--- src/rtl/pong_game_ctrl.sv ---
// Pong game controller: owns ball, paddles, scores and the serve/play/point/game-over
// sequence, advancing exactly once per frame_tick. All outputs are registered.
module pong_game_ctrl #(
    parameter int RIGHT_BOUNDARY  = 637,
    parameter int LEFT_BOUNDARY   = 3,
    parameter int TOP_BOUNDARY    = 3,
    parameter int BOTTOM_BOUNDARY = 477,
    parameter int PLAYER_PADDLE_X = 10,
    parameter int AI_PADDLE_X     = 620,
    parameter int PADDLE_WIDTH    = 10,
    parameter int PADDLE_HEIGHT   = 46,
    parameter int BALL_SIZE       = 10,
    parameter int BALL_SPEED      = 2,
    parameter int PADDLE_SPEED    = 3,
    parameter int AI_SPEED        = 2,
    parameter int WIN_SCORE       = 7,
    parameter int PAUSE_FRAMES    = 60
) (
    input  logic       clk,
    input  logic       reset,
    input  logic       frame_tick,
    input  logic       btn_up,
    input  logic       btn_down,
    input  logic       serve,
    output logic [9:0] ball_x,
    output logic [9:0] ball_y,
    output logic [9:0] left_paddle,
    output logic [9:0] right_paddle,
    output logic [3:0] score_left,
    output logic [3:0] score_right,
    output logic [1:0] state,
    output logic       point
);

    typedef enum logic [1:0] {
        ST_SERVE     = 2'd0,
        ST_PLAY      = 2'd1,
        ST_POINT     = 2'd2,
        ST_GAME_OVER = 2'd3
    } state_t;

    localparam logic [10:0] TOP_L    = 11'(TOP_BOUNDARY);
    localparam logic [10:0] BOT_L    = 11'(BOTTOM_BOUNDARY);
    localparam logic [10:0] LEFT_L   = 11'(LEFT_BOUNDARY);
    localparam logic [10:0] RIGHT_L  = 11'(RIGHT_BOUNDARY);
    localparam logic [10:0] SIZE_L   = 11'(BALL_SIZE);
    localparam logic [10:0] HGT_L    = 11'(PADDLE_HEIGHT);
    localparam logic [10:0] BSPD_L   = 11'(BALL_SPEED);
    localparam logic [10:0] PSPD_L   = 11'(PADDLE_SPEED);
    localparam logic [10:0] ASPD_L   = 11'(AI_SPEED);
    localparam logic [10:0] FACE_L   = 11'(PLAYER_PADDLE_X + PADDLE_WIDTH);
    localparam logic [10:0] FACE_R   = 11'(AI_PADDLE_X - BALL_SIZE);
    localparam logic [10:0] BALL_MAX = 11'(BOTTOM_BOUNDARY - BALL_SIZE);
    localparam logic [10:0] PAD_MAX  = 11'(BOTTOM_BOUNDARY - PADDLE_HEIGHT);
    localparam logic [9:0]  CENTRE_X = 10'((LEFT_BOUNDARY + RIGHT_BOUNDARY) / 2 - BALL_SIZE / 2);
    localparam logic [9:0]  CENTRE_Y = 10'((TOP_BOUNDARY + BOTTOM_BOUNDARY) / 2 - BALL_SIZE / 2);
    localparam logic [9:0]  PAD_HOME = 10'((TOP_BOUNDARY + BOTTOM_BOUNDARY) / 2 - PADDLE_HEIGHT / 2);
    localparam logic [3:0]  WIN_L    = 4'(WIN_SCORE);
    localparam logic [7:0]  PAUSE_LAST = 8'(PAUSE_FRAMES - 1);

    state_t      state_q, state_d;
    logic [9:0]  ball_x_q, ball_x_d, ball_y_q, ball_y_d;
    logic [9:0]  left_q, left_d, right_q, right_d;
    logic [3:0]  score_l_q, score_l_d, score_r_q, score_r_d;
    logic        dir_x_q, dir_x_d;  // 1 = moving right
    logic        dir_y_q, dir_y_d;  // 1 = moving down
    logic [7:0]  pause_q, pause_d;
    logic        point_q, point_d;
    logic [10:0] bx, by, bc, ac;

    // Both buttons (or neither) hold the paddle; motion saturates at the playfield edges.
    function automatic logic [9:0] step_paddle(input logic [9:0] p, input logic up,
                                               input logic dn, input logic [10:0] spd);
        logic [10:0] w;
        w = {1'b0, p};
        step_paddle = p;
        if (up && !dn)
            step_paddle = (w < TOP_L + spd) ? 10'(TOP_L) : 10'(w - spd);
        else if (dn && !up)
            step_paddle = (w + spd > PAD_MAX) ? 10'(PAD_MAX) : 10'(w + spd);
    endfunction

    function automatic logic overlaps(input logic [10:0] y, input logic [9:0] p);
        logic [10:0] pw;
        pw = {1'b0, p};
        return (y + SIZE_L > pw) && (y < pw + HGT_L);
    endfunction

    always_comb begin
        state_d   = state_q;
        ball_x_d  = ball_x_q;
        ball_y_d  = ball_y_q;
        left_d    = left_q;
        right_d   = right_q;
        score_l_d = score_l_q;
        score_r_d = score_r_q;
        dir_x_d   = dir_x_q;
        dir_y_d   = dir_y_q;
        pause_d   = pause_q;
        point_d   = 1'b0;
        bx = {1'b0, ball_x_q};
        by = {1'b0, ball_y_q};
        bc = by + 11'(BALL_SIZE / 2);
        ac = {1'b0, right_q} + 11'(PADDLE_HEIGHT / 2);

        if (frame_tick) begin
            unique case (state_q)
                ST_SERVE: begin
                    left_d   = step_paddle(left_q, btn_up, btn_down, PSPD_L);
                    ball_x_d = CENTRE_X;
                    ball_y_d = CENTRE_Y;
                    if (serve) begin
                        state_d = ST_PLAY;
                        dir_y_d = ~dir_y_q;
                    end
                end
                ST_PLAY: begin
                    left_d  = step_paddle(left_q, btn_up, btn_down, PSPD_L);
                    right_d = step_paddle(right_q, bc + ASPD_L < ac, bc > ac + ASPD_L, ASPD_L);

                    if (!dir_y_q) begin
                        if (by < TOP_L + BSPD_L) begin
                            ball_y_d = 10'(TOP_L);
                            dir_y_d  = 1'b1;
                        end else begin
                            ball_y_d = 10'(by - BSPD_L);
                        end
                    end else begin
                        if (by + SIZE_L + BSPD_L > BOT_L) begin
                            ball_y_d = 10'(BALL_MAX);
                            dir_y_d  = 1'b0;
                        end else begin
                            ball_y_d = 10'(by + BSPD_L);
                        end
                    end

                    // An overlapping paddle always wins over a miss; the scorer serves toward the loser.
                    if (!dir_x_q) begin
                        if (bx >= FACE_L && bx <= FACE_L + BSPD_L && overlaps(by, left_q)) begin
                            ball_x_d = 10'(FACE_L);
                            dir_x_d  = 1'b1;
                        end else if (bx < LEFT_L + BSPD_L) begin
                            score_r_d = score_r_q + 4'd1;
                            point_d   = 1'b1;
                            dir_x_d   = 1'b0;
                            state_d   = (score_r_q + 4'd1 == WIN_L) ? ST_GAME_OVER : ST_POINT;
                        end else begin
                            ball_x_d = 10'(bx - BSPD_L);
                        end
                    end else begin
                        if (bx <= FACE_R && bx + BSPD_L >= FACE_R && overlaps(by, right_q)) begin
                            ball_x_d = 10'(FACE_R);
                            dir_x_d  = 1'b0;
                        end else if (bx + SIZE_L + BSPD_L > RIGHT_L) begin
                            score_l_d = score_l_q + 4'd1;
                            point_d   = 1'b1;
                            dir_x_d   = 1'b1;
                            state_d   = (score_l_q + 4'd1 == WIN_L) ? ST_GAME_OVER : ST_POINT;
                        end else begin
                            ball_x_d = 10'(bx + BSPD_L);
                        end
                    end
                end
                ST_POINT: begin
                    if (pause_q == PAUSE_LAST) begin
                        pause_d  = 8'd0;
                        ball_x_d = CENTRE_X;
                        ball_y_d = CENTRE_Y;
                        state_d  = ST_SERVE;
                    end else begin
                        pause_d = pause_q + 8'd1;
                    end
                end
                ST_GAME_OVER: begin
                    if (serve) begin
                        score_l_d = 4'd0;
                        score_r_d = 4'd0;
                        ball_x_d  = CENTRE_X;
                        ball_y_d  = CENTRE_Y;
                        left_d    = PAD_HOME;
                        right_d   = PAD_HOME;
                        state_d   = ST_SERVE;
                    end
                end
            endcase
        end
    end

    always_ff @(posedge clk) begin
        if (reset) begin
            state_q   <= ST_SERVE;
            ball_x_q  <= CENTRE_X;
            ball_y_q  <= CENTRE_Y;
            left_q    <= PAD_HOME;
            right_q   <= PAD_HOME;
            score_l_q <= 4'd0;
            score_r_q <= 4'd0;
            dir_x_q   <= 1'b1;
            dir_y_q   <= 1'b1;
            pause_q   <= 8'd0;
            point_q   <= 1'b0;
        end else begin
            state_q   <= state_d;
            ball_x_q  <= ball_x_d;
            ball_y_q  <= ball_y_d;
            left_q    <= left_d;
            right_q   <= right_d;
            score_l_q <= score_l_d;
            score_r_q <= score_r_d;
            dir_x_q   <= dir_x_d;
            dir_y_q   <= dir_y_d;
            pause_q   <= pause_d;
            point_q   <= point_d;
        end
    end

    assign ball_x       = ball_x_q;
    assign ball_y       = ball_y_q;
    assign left_paddle  = left_q;
    assign right_paddle = right_q;
    assign score_left   = score_l_q;
    assign score_right  = score_r_q;
    assign state        = state_q;
    assign point        = point_q;

endmodule

--- config.mk ---
export PLATFORM = sky130hd
export DESIGN_NAME = pong_game_ctrl
export DESIGN_NICKNAME = d
export VERILOG_FILES = /design/src/rtl/pong_game_ctrl.sv
export SDC_FILE = /design/constraint.sdc
export NUM_CORES = 1
export LEC_CHECK = 0
export ABC_AREA = 1
export ABC_CLOCK_PERIOD_IN_PS = 6300
export CORE_AREA = 2 2 108 121
export CTS_CLUSTER_DIAMETER = 50
export CTS_CLUSTER_SIZE = 30
export DETAILED_ROUTE_END_ITERATION = 10
export DIE_AREA = 0 0 110 123
export PLACE_DENSITY_LB_ADDON = 0.3
export SLEW_MARGIN = 5
export SYNTH_ARGS = -nofsm -noshare
export SYNTH_HDL_FRONTEND = slang
export SYNTH_SLANG_ARGS = --single-unit
export TNS_END_PERCENT = 1
--- constraint.sdc ---
create_clock -name clk -period 6.3 [get_ports clk]
set_input_delay 0.945 -clock clk [delete_from_list [all_inputs] [get_ports clk]]
set_output_delay 0.945 -clock clk [all_outputs]
set_load 0.03 [all_outputs]
# After elaboration in Yosys (flattened, before gate mapping)
# Cells that the tools add are included.
# op_classes
n_addsub,21
magnitude_cmp,18
n_eq_ne,23
n_mux,59
bitwise_logic,3
n_reduce_logical,30
# ops
cell,n
10-bit 2-to-1 mux,21
10-bit case mux with 4 select lines,2
11-bit by 2-bit adder with 11-bit output (second input constant),4
10-bit by 3-bit < comparator with 1-bit output (second input constant),4
10-bit case mux with 2 select lines,2
10-bit by 2-bit subtractor with 10-bit output (second input constant),4
10-bit by 2-bit adder with 11-bit output (second input constant),3
11-bit by 9-bit greater-than comparator with 1-bit output (second input constant),3
4-bit 2-to-1 mux,7
10-bit by 4-bit adder with 11-bit output (second input constant),2
10-bit by 6-bit adder with 11-bit output (second input constant),2
11-bit by 10-bit greater-than comparator with 1-bit output,2
10-bit by 11-bit < comparator with 1-bit output,2
2-bit != test (second input constant),9
2-bit 2-to-1 mux,8
4-bit case mux with 2 select lines,2
3-bit != test (second input constant),5
1-bit 2-to-1 mux,14
6-bit AND reduction,2
10-bit by 3-bit adder with 11-bit output (second input constant),1
10-bit by 5-bit adder with 11-bit output (second input constant),1
11-bit by 10-bit greater-or-equal comparator with 1-bit output (second input constant),1
11-bit by 10-bit greater-than comparator with 1-bit output (second input constant),1
11-bit greater-than comparator,1
other kinds (28),51
# totals
ff_bits,61
output_inout_bits,51

# Longest topological paths before layout
# Gate-level depths: netlist of the first run.
# logic_depth
ltp_word,8
depth_mapped,26
depth_no_buf,25

# Worst setup path after synthesis of the first run
# OpenSTA, ideal clock, no wires.
# synth_timing
path_type,register to register
from,reg right_q[1] (netlist: right_paddle[1])
to,reg right_q[4] (netlist: right_paddle[4])
setup_time_ns,0.126
arrival_ns,3.992
slack_ns,2.182
stages_incl_launch_ff,25
period_less_slack_ns,4.118
path_cell_list,dfxtp_1 -> inv_1 -> ha_1 -> inv_1 -> a21oi_1 -> or2_2 -> nand2_1 -> nand3_1 -> nor3_2 -> xor2_1 -> inv_1 -> nor3_1 -> a21oi_1 -> ha_1 -> nand4_1 -> nor3_1 -> o21ai_0 -> o2111ai_1 -> nand2_1 -> ha_1 -> inv_1 -> o21ai_2 -> inv_1 -> o22ai_1 -> nand2_1
# synth_between
elab_chain_len,7
elab_cells_between_ends,19
# synth_lines
item,line,source
from (decl),63,"logic [9:0] left_q, left_d, right_q, right_d;"
from (signal assigned),207,right_q <= right_d;
10-bit by 5-bit adder with 11-bit output,104,"ac = {1'b0, right_q} + 11'(PADDLE_HEIGHT / 2);"
11-bit by 2-bit adder with 11-bit output,119,"right_d = step_paddle(right_q, bc + ASPD_L < ac, bc > ac + ASPD_L, ASPD_L);"
11-bit greater-than comparator,119,
1-bit zero test,77,if (up && !dn)
1-bit logical AND,77,
3-bit != test (no line) or 10-bit 2-to-1 mux (tied branches),-,
4-bit AND reduction (no line) or 10-bit case mux with 2 select lines (tied branches),-,
# Several ways; a longest one is shown, not always the timed one. The select of a mux whose other input is x is not followed.
# A chain may end at the register's enable or synchronous reset.

# Final worst setup path of the first run
# Same ends and word-level chain as after synthesis.

==> impl_metrics.tcl, run 1 <==
set metrics [dict create \
    status "completed" \
    utilization 0.6910 \
    cp_top_family "compound AO/OA/AOI/OAI gates" \
    critPathBufInv 6 \
    dr.pass1.iters 8 \
    hold_buffers 0 \
    grt_pass1_vias 7420 \
    cp-end-kind "flop" \
    yosys_warnings 0 \
    cp_common_cell "inv_1" \
    h-tree-depth 3 \
    period_share 0.7349 \
    synthSimpleGateAreaFrac 0.3515 \
    ys.flop_type "dfxtp_1" \
    antenna_found_initial 0 \
    postCtsSetupRepairBufs 0 \
    ant_nets 0 \
    area_delta_synth_final_pct 11.43 \
    cts_root_buf "clkbuf_16" \
    yosysUniqueCellTypes 56 \
    setup_viol 0 \
    arrival_ns 4.81 \
    rsz0062_at_grt "false" \
    synth_xor_area_frac 0.09040 \
    cts.clk_slew.worst_paths_ns 0.05 \
    ir_drop_v 0.0002278 \
    cp_max_fo 10 \
    drt_iter0_markers 714 \
    num_rows 43 \
    cts.repair.resized 0 \
    final.min_clock_period_ns 4.630 \
    netlist_area_mm2 0.007640 \
    synth_edf_count 0 \
    grt_pass1_wl_um 35310 \
    final.fill_count 1116 \
    place_worst_setup_slack_ns 1.788 \
    io_pins 57 \
    crit_type "reg2reg" \
    slew_viol_final 0 \
    cap_violations 0 \
    via_count 8111 \
    crit_chain "inv_1 -> ha_1 -> inv_1 -> o21ai_0 -> a21oi_1 -> inv_1 -> nor2_1 -> xor2_1 -> inv_1 -> xor2_1 -> ha_1 -> nand4_1 -> nor3_1 -> o21ai_0 -> o2111ai_1 -> nand2_1 -> ha_1 -> inv_1 -> o21ai_2 -> inv_1 -> o22ai_1 -> nand2_1" \
    die_x_um 110 \
    start_util 0.6201 \
    cts_tree "done" \
    fin_nets 1348 \
    hold_viol 0 \
    finalSetupTns_ns 0 \
    insertion_delay_ns 0.33 \
    multi_input_area_mm2 0.005650 \
    regArea_mm2 0.001221 \
    layout-drive-gt1-share 0.06544 \
    viasPerCell 5.752 \
    port_buffers 56 \
    max_slew_margin 0.4376 \
    core_region_area_mm2 0.01232 \
    ys_seq_elements 61 \
    async_flop_share 0 \
    syn_area_per_cell_um2 6.293 \
    gp_congestion 0.9713 \
    timing.final.ws_setup_ns 1.670 \
    worstHoldPathType "reg2reg" \
    die_h_um 123 \
    slowest_stage "dfxtp_1" \
    drt-total-wl_um 21420 \
    dieArea_mm2 0.01353 \
    synthCells 1214 \
    total_leakage_power_uw 0.004119 \
    clock_sinks 61 \
    skew_ns 0.003629 \
    max_freq_mhz 216.0 \
    critPathMaxStageDelay_ns 0.46 \
    drc 0 \
    clockBufferDepth 2 \
    gr-usage-all-layers 0.3276 \
    grt_max_degree 35 \
    startpoint_type "flop" \
    ys_seq_area_frac 0.1598 \
    antenna_cells 0 \
    worst_slew_pin_slew_ns 0.8426 \
    crit_required_ns 6.48 \
    wl_per_cell_um 15.19 \
    synth-compound-area-share 0.1454 \
    synth_fp_nets 1313 \
    place_hpwl_um 16440 \
    yosys.area_share.adder 0.1523 \
    synth_mux_area_frac 0 \
    p_per_area_mw_per_mm2 349.2 \
    overflow 0 \
    cts_buffers 9 \
    synth_top_family_by_area "simple AND/OR/NAND/NOR gates" \
]
[worst reg2reg max path, cell delays in order (launching register included)]
cell and delay (ns):
dfxtp_1 0.46, inv_1 0.23, ha_1 0.25, inv_1 0.07, o21ai_0 0.11, a21oi_1 0.40
inv_1 0.08, nor2_1 0.13, xor2_1 0.34, inv_1 0.12, xor2_1 0.18, ha_1 0.30
nand4_1 0.15, nor3_1 0.23, o21ai_0 0.14, o2111ai_1 0.09, nand2_1 0.09, ha_1 0.31
inv_1 0.07, o21ai_2 0.36, inv_1 0.14, o22ai_1 0.17, nand2_1 0.06
[cells in the final DEF (no fill, tap or decap), types with 2 or more instances in the layout]
cell,Yosys,routed
a21oi_1,89,89
nand3_1,73,73
ha_1,93,93
nor2_1,112,112
nor3_1,29,29
nand2_1,310,310
o21ai_2,3,3
clkinv_1,2,2
inv_2,18,18
nand4_1,24,24
o21ai_1,13,13
nor4_1,4,4
a211oi_1,4,4
dfxtp_1,61,61
nand2_2,4,4
clkinv_2,0,2
clkdlybuf4s50_1,0,56
nand2_4,9,9
a21oi_2,2,2
o2111ai_1,2,2
xor2_1,67,67
nor2_4,5,5
o21ai_0,53,53
a31oi_1,6,6
o211ai_1,7,7
a21o_1,3,3
inv_1,132,132
a21oi_4,2,2
xnor2_1,10,10
nor2_2,10,10
o21a_1,3,3
nand3b_1,5,5
nand3_4,2,2
nor3_2,2,2
or2_2,3,3
clkbuf_16,0,9
nand3_2,3,3
[metal layers]
metal	global-route usage	wire [µm]
met5	0	0
met3	0.04481	1458
met2	0.5464	9985
met1	0.4244	9247
met4	0.1297	727
[cells by family after synthesis]
group | after synthesis
xor gates and xnor gates | 78
and+or+nand+nor | 599
adders and majority gates | 93
DFF | 61
buffers and inverters | 187
AOI/OAI and AO/OA | 196
[path summary, 6_finish.rpt]
check | start | to | depth (start not counted) | slack (ns)
hold / removal | pause_q[5]$_SDFFE_PP0P_ | pause_q[5]$_SDFFE_PP0P_ | 2 | 0.45
setup reg to reg | right_paddle[1]$_SDFFE_PP0P_ | right_paddle[4]$_SDFFE_PP1P_ | 22 | 1.67
setup / recovery | right_paddle[1]$_SDFFE_PP0P_ | right_paddle[4]$_SDFFE_PP1P_ | 22 | 1.67
hold reg to reg | pause_q[5]$_SDFFE_PP0P_ | pause_q[5]$_SDFFE_PP0P_ | 2 | 0.45
[synth_stat cells, types with 7 or more instances]
cell / count / share of area
nand2_1: 310 / 0.15
inv_1: 132 / 0.065
nor2_1: 112 / 0.055
ha_1: 93 / 0.15
a21oi_1: 89 / 0.058
nand3_1: 73 / 0.048
xor2_1: 67 / 0.077
dfxtp_1: 61 / 0.16
o21ai_0: 53 / 0.035
nor3_1: 29 / 0.019
nand4_1: 24 / 0.020
inv_2: 18 / 0.0088
o21ai_1: 13 / 0.0085
buf_2: 12 / 0.0079
clkbuf_1: 10 / 0.0049
nor2_2: 10 / 0.0082
xnor2_1: 10 / 0.011
nand2_4: 9 / 0.013
o211ai_1: 7 / 0.0069
[registers in the layout, indices dropped and copies added (netlist names), 2 cells and up]
signal and cells:
pause_q 8, score_left 4, left_paddle 10, ball_x 10, score_right 4, ball_y 10
state 2, right_paddle 10
[area by class of cell]
class	instances	area share
sequential	61	0.1434
inverter	154	0.06878
tap	157	0.02307
timing repair buffer	57	0.06673
multi-input combinational	966	0.6637
clock buffer	11	0.02851
clock inverter	4	0.005732
[metrics by stage]
step	instance area, µm²	hold WS [ns]	cells	total power (µW)
after floorplan	7640	0.4226	1214	1987
after global placement	8222	0.4328	1395	2404
after detailed placement	8222	0.4415	1395	2434
after CTS	8513	0.4535	1410	2952
after global routing	8513	0.4721	1410	3231
final	8513	0.4489	1410	2973
[power by group]
part           switching [µW]  internal [µW]
Combinational            1220            687
Clock                     177            314
Sequential                140            436
Total                    1540           1440
No activity file was read; power rests on OpenSTA's default activity.
==> run 2: changes to the inputs <==
ABC_CLOCK_PERIOD_IN_PS = 3700   (was 6300)
CORE_AREA = 2 2 116 129   (was 2 2 108 121)
DIE_AREA = 0 0 118 131   (was 0 0 110 123)
clock period = 3.7 ns   (was 6.3 ns; I/O delays follow)
==> run 2 against run 1 <==
Net effect: the run now ends with setup timing left; global-route usage fell by 3.2 points; non-clock buffer count increased by 72; critical path depth grew 1; fmax increased by 23%; design area up 9.8%; sequential share of layout area shrank 1.2 points; core utilization is 3.4 points lower; final cell count increased by 7.7%; register-to-register slack worse by 1.7 ns; die area up 14%; combinational power rose by 110%; wire length increased by 8.9%; critical endpoint is now right_paddle[1]$_SDFFE_PP0P_; highest routed layer unchanged.
==> impl_metrics.tcl, run 2 (synthesis gave the netlist of run 1 again) <==
set metrics [dict create \
    arrival_ns 4.01 \
    layout-drive-gt1-share 0.1440 \
    cts_tree "done" \
    ir_drop_v 0.0004925 \
    p_per_area_mw_per_mm2 646.6 \
    insertion_delay_ns 0.34 \
    utilization 0.6575 \
    dp.cells 1493 \
    area_delta_synth_final_pct 22.34 \
    cap_violations 0 \
    grt_pass1_wl_um 37190 \
    max_slew_margin 0.6112 \
    rsz0062_at_grt "true" \
    fin_nets 1420 \
    gp_congestion 1.006 \
    max_freq_mhz 266.2 \
    drt-total-wl_um 23330 \
    worst_slew_pin_slew_ns 0.5824 \
    startpoint_type "flop" \
    core_region_area_mm2 0.01422 \
    viasPerCell 5.573 \
    h-tree-depth 3 \
    dr.pass1.iters 8 \
    hold_viol 0 \
    clockBufferDepth 2 \
    start_util 0.5374 \
    cts.clk_slew.worst_paths_ns 0.06 \
    total_leakage_power_uw 0.004527 \
    io_pins 57 \
    via_count 8460 \
    final.min_clock_period_ns 3.756 \
    cp-end-kind "flop" \
    skew_ns 0.006082 \
    grt_max_degree 35 \
    place_worst_setup_slack_ns -0.1036 \
    cts_buffers 9 \
    clock_sinks 61 \
    num_rows 46 \
    cp_max_fo 5 \
    wl_per_cell_um 15.37 \
    die_x_um 118 \
    port_buffers 56 \
    setup_viol 3 \
    cts_root_buf "clkbuf_16" \
    status "finished with violations" \
    drc 0 \
    place_hpwl_um 17600 \
    drt_iter0_markers 673 \
    layout_common_cells "nand2_1 (308), inv_1 (125), nor2_1 (109)" \
    violations "setup timing" \
    fin_cells 1518 \
    crit_type "reg2reg" \
    antenna_found_initial 0 \
    period_share 1.015 \
    hold_buffers 0 \
    antenna_cells 0 \
    dieArea_mm2 0.01546 \
    grt_pass1_vias 7818 \
    final_common_cell "nand2_1" \
    gr-usage-all-layers 0.2958 \
    worstHoldPathType "reg2reg" \
    die_h_um 131 \
    final.fill_count 1280 \
    crit_required_ns 3.95 \
    slew_viol_final 0 \
    ant_nets 0 \
    overflow 0 \
    timing.final.ws_setup_ns -0.05623 \
]
run 2: critical path, stage by stage (launching register included):
cell and delay (ns):
dfxtp_4 0.35, inv_4 0.04, ha_1 0.20, a21oi_2 0.18, or2_4 0.17, nand2_4 0.07
buf_4 0.15, xor2_2 0.15, nor2_2 0.16, nand3_2 0.12, nor3_2 0.16, a21oi_1 0.07
ha_1 0.31, nand4_1 0.14, nor3_2 0.18, buf_4 0.15, nand4_1 0.10, nand2_2 0.14
ha_4 0.21, buf_4 0.13, nor2_4 0.11, buf_6 0.13, nand2_1 0.05, a21oi_1 0.20
run 2: layer usage:
layer | GRT usage | vias up | wire, µm
met5 | 0 | - | 0
met3 | 0.04123 | 73 | 1446
li1 | - | 4182 | -
met4 | 0.1382 | 0 | 924
met1 | 0.3438 | 3859 | 9547
met2 | 0.5424 | 346 | 11420
run 2: cell type report:
type / count / area [µm²] / share of cell area
clock inverters: 6 / 115.1 / 0.01232
clock buffers: 10 / 250.2 / 0.02677
well taps: 192 / 240.2 / 0.02570
flip-flops and latches: 61 / 1230 / 0.1316
inverters: 154 / 588.1 / 0.06292
multi-input cells: 966 / 5807 / 0.6213
repair buffers: 129 / 1116 / 0.1194
run 2: worst paths after layout:
path                                                   start                      endpoint  slack, ns  cells past startpoint
worst min register to register       pause_q[5]$_SDFFE_PP0P_       pause_q[5]$_SDFFE_PP0P_       0.45                      2
worst max register to register  right_paddle[1]$_SDFFE_PP0P_  right_paddle[1]$_SDFFE_PP0P_      -0.06                     23
worst max-delay path            right_paddle[1]$_SDFFE_PP0P_  right_paddle[1]$_SDFFE_PP0P_      -0.06                     23
worst min-delay path                 pause_q[5]$_SDFFE_PP0P_       pause_q[5]$_SDFFE_PP0P_       0.45                      2
run 2: power breakdown:
part           total [µW]  internal (µW)  switching (µW)
registers             913            747             166
logic                4090           1630            2460
clock network        1040            702             338
total                6040           3080            2960
run 2: timing repair:
action,CTS,global route
gates resized for setup,17,18
setup buffers,3,6
pin swaps,10,22
setup endpoints to repair,10,10
run 2: stage by stage:
stage | power [µW] | setup TNS, ns | hold slack [ns] | cell area [µm²]
after detailed placement | 4589 | -0.7119 | 0.4437 | 8770
after global placement | 4529 | 0 | 0.4339 | 8770
final | 6043 | -0.07140 | 0.4461 | 9346
after floorplan | 3432 | -0.003222 | 0.4226 | 7671
after CTS | 5852 | 0 | 0.4532 | 9238
after global routing | 6486 | -1.667 | 0.4690 | 9346
==> run 3: changes to the inputs <==
CORE_AREA = 2 2 156 97   (was 2 2 116 129)
DIE_AREA = 0 0 158 99   (was 0 0 118 131)
==> run 3 against run 2 <==
Net effect: the flow still finishes with violations (setup timing); fmax increased by 0.76%; clock power decreased by 15%; critical path depth increased by 2; die area increased by 1.2%; clock skew increased by 0.0020 ns; core utilization decreased by 0.56 points; register-to-register slack improved by 0.03 ns; flip-flop and latch count unchanged; combinational power increased by 2%; non-clock buffer count decreased by 3; setup slack improved by 0.028 ns.
==> impl_metrics.tcl, run 3 (synthesis gave the netlist of run 1 again) <==
set metrics [dict create \
    period_share 1.008 \
    crit_required_ns 3.91 \
    dieArea_mm2 0.01564 \
    start_util 0.5377 \
    final.min_clock_period_ns 3.728 \
    place_hpwl_um 19370 \
    p_seq_frac 0.154 \
    core_region_area_mm2 0.01421 \
    p_int_uw 2925 \
    drc 0 \
    wl_per_cell_um 16.38 \
    rr_startpoint "right_paddle[1]$_SDFFE_PP0P_" \
    fin_area_mm2 0.009261 \
    fin_cells 1521 \
    combPwrFrac 0.699 \
    final.fill_count 1314 \
    cp_common_cell "nand2_1" \
    layout-drive-gt1-share 0.1429 \
    die_h_um 99 \
    cp-end-kind "flop" \
    dr.pass1.iters 6 \
    layout_common_cells "nand2_1 (306), inv_1 (124), nor2_1 (110)" \
    cts_root_buf "clkbuf_16" \
    drt_iter0_markers 988 \
    antenna_cells 0 \
    status "finished with violations" \
    slew_viol_final 0 \
    worstHoldPathType "reg2reg" \
    hold_viol 0 \
    max_freq_mhz 268.3 \
    switching_share 0.5127 \
    rsz0062_at_grt "true" \
    ir_drop_v 0.0006550 \
    cp_max_fo 4 \
    utilization 0.6518 \
    holdCritStartpoint "pause_q[7]$_SDFFE_PP0P_" \
    switching_power_uw 3078 \
    total_leakage_power_uw 0.004469 \
    hold_end "pause_q[7]$_SDFFE_PP0P_" \
    via_count 8481 \
    p_per_area_mw_per_mm2 648.1 \
    violations "setup timing" \
    pwr-share-clk 0.147 \
    grt_pass1_vias 7530 \
    dp.cells 1499 \
    io_pins 57 \
    startpoint_type "flop" \
    crit_type "reg2reg" \
    critPathBufInv 7 \
    num_rows 34 \
    viasPerCell 5.576 \
    grt_max_degree 34 \
    skew_ns 0.008103 \
    clock_sinks 61 \
    setup_viol 1 \
    drt-total-wl_um 24920 \
    worst_slew_pin_slew_ns 0.7744 \
    r2r_slack_ns -0.03 \
    placed_area_mm2 0.008777 \
    gp_congestion 1.022 \
    grt_pass1_wl_um 39560 \
    area_delta_synth_final_pct 21.22 \
    critPathMaxStageDelay_ns 0.35 \
    overflow 0 \
    slowest_stage "dfxtp_4" \
    timing.final.ws_setup_ns -0.02778 \
    cp_top_family "simple AND/OR/NAND/NOR gates" \
    rr_endpoint "right_paddle[4]$_SDFFE_PP1P_" \
    final_common_cell "nand2_1" \
    port_buffers 56 \
    worst_hold_path.num_cells 1 \
    die_x_um 158 \
    ant_nets 0 \
    gr-usage-all-layers 0.3223 \
    cts_buffers 9 \
    clockBufferDepth 2 \
    cap_violations 0 \
    cts.clk_slew.worst_paths_ns 0.06 \
    finalSetupTns_ns -0.02778 \
    rr_worst_depth 25 \
    h-tree-depth 3 \
    cts_tree "done" \
    antenna_found_initial 0 \
    max_slew_margin 0.4790 \
    insertion_delay_ns 0.34 \
    arrival_ns 3.93 \
    fin_nets 1417 \
]
[run 3: changes by cell type in the layout (fill, tap and decap cells not counted), sizes merged]
cell      before  now
buf           73   70
inv          153  156
bufinv         3    1
clkbuf        10    9
clkinv         3    4
clkinvlp       1    0
[run 3: how the worst max path moves through the flow]
stage	to	slack, ns	cells past startpoint	start
finish	right_paddle[4]$_SDFFE_PP1P_	-0.03	25	right_paddle[1]$_SDFFE_PP0P_
CTS	right_paddle[3]$_SDFFE_PP1P_	0.0002	25	right_paddle[1]$_SDFFE_PP0P_
detailed placement	right_paddle[9]$_SDFFE_PP0P_	-0.18	24	right_paddle[1]$_SDFFE_PP0P_
floorplan	right_paddle[4]$_SDFFE_PP1P_	-0.003	24	right_paddle[1]$_SDFFE_PP0P_
global placement	right_paddle[9]$_SDFFE_PP0P_	-0.03	24	right_paddle[1]$_SDFFE_PP0P_
global route	right_paddle[4]$_SDFFE_PP1P_	-0.22	25	right_paddle[1]$_SDFFE_PP0P_
[run 3: area by class of cell]
class | instances | area, µm² | area share
multi-input cells | 966 | 5791 | 0.6252
inverters | 154 | 590.6 | 0.06377
well taps | 198 | 247.7 | 0.02675
clock buffers | 9 | 225.2 | 0.02432
clock inverters | 7 | 78.83 | 0.008511
flip-flops and latches | 61 | 1231 | 0.1329
repair buffers | 126 | 1097 | 0.1185
[run 3: timing repair]
item	in CTS	in global routing
buffers inserted	5	1
pin swaps	9	21
setup endpoints to repair	10	10
hold buffers	0	0
resized for setup	12	28
[run 3: power groups by stage]
stage	registers [µW]	clock network, µW	logic [µW]
5_1_grt	938	931	4560
3_5_place_dp	927	0	3680
2_1_floorplan	1010	0	2430
6_report	926	884	4190
4_1_cts	914	893	3920
3_3_place_gp	927	0	3640
[run 3: metal layers]
layer | vias to the layer above | track usage | wire (µm)
li1 | 4191 | - | -
met1 | 3786 | 0.5120 | 12280
met2 | 466 | 0.4211 | 9055
met3 | 38 | 0.08883 | 3259
met4 | 0 | 0.06445 | 320
met5 | - | 0 | 0
[run 3: metrics by stage]
stage / power (µW) / setup WS, ns / hold WS, ns
6_report: 6002 / -0.02778 / 0.4512
5_1_grt: 6432 / -0.2229 / 0.4659
4_1_cts: 5727 / 0.0002069 / 0.4531
3_5_place_dp: 4612 / -0.1791 / 0.4432
3_3_place_gp: 4564 / -0.03288 / 0.4402
2_1_floorplan: 3432 / -0.003222 / 0.4226
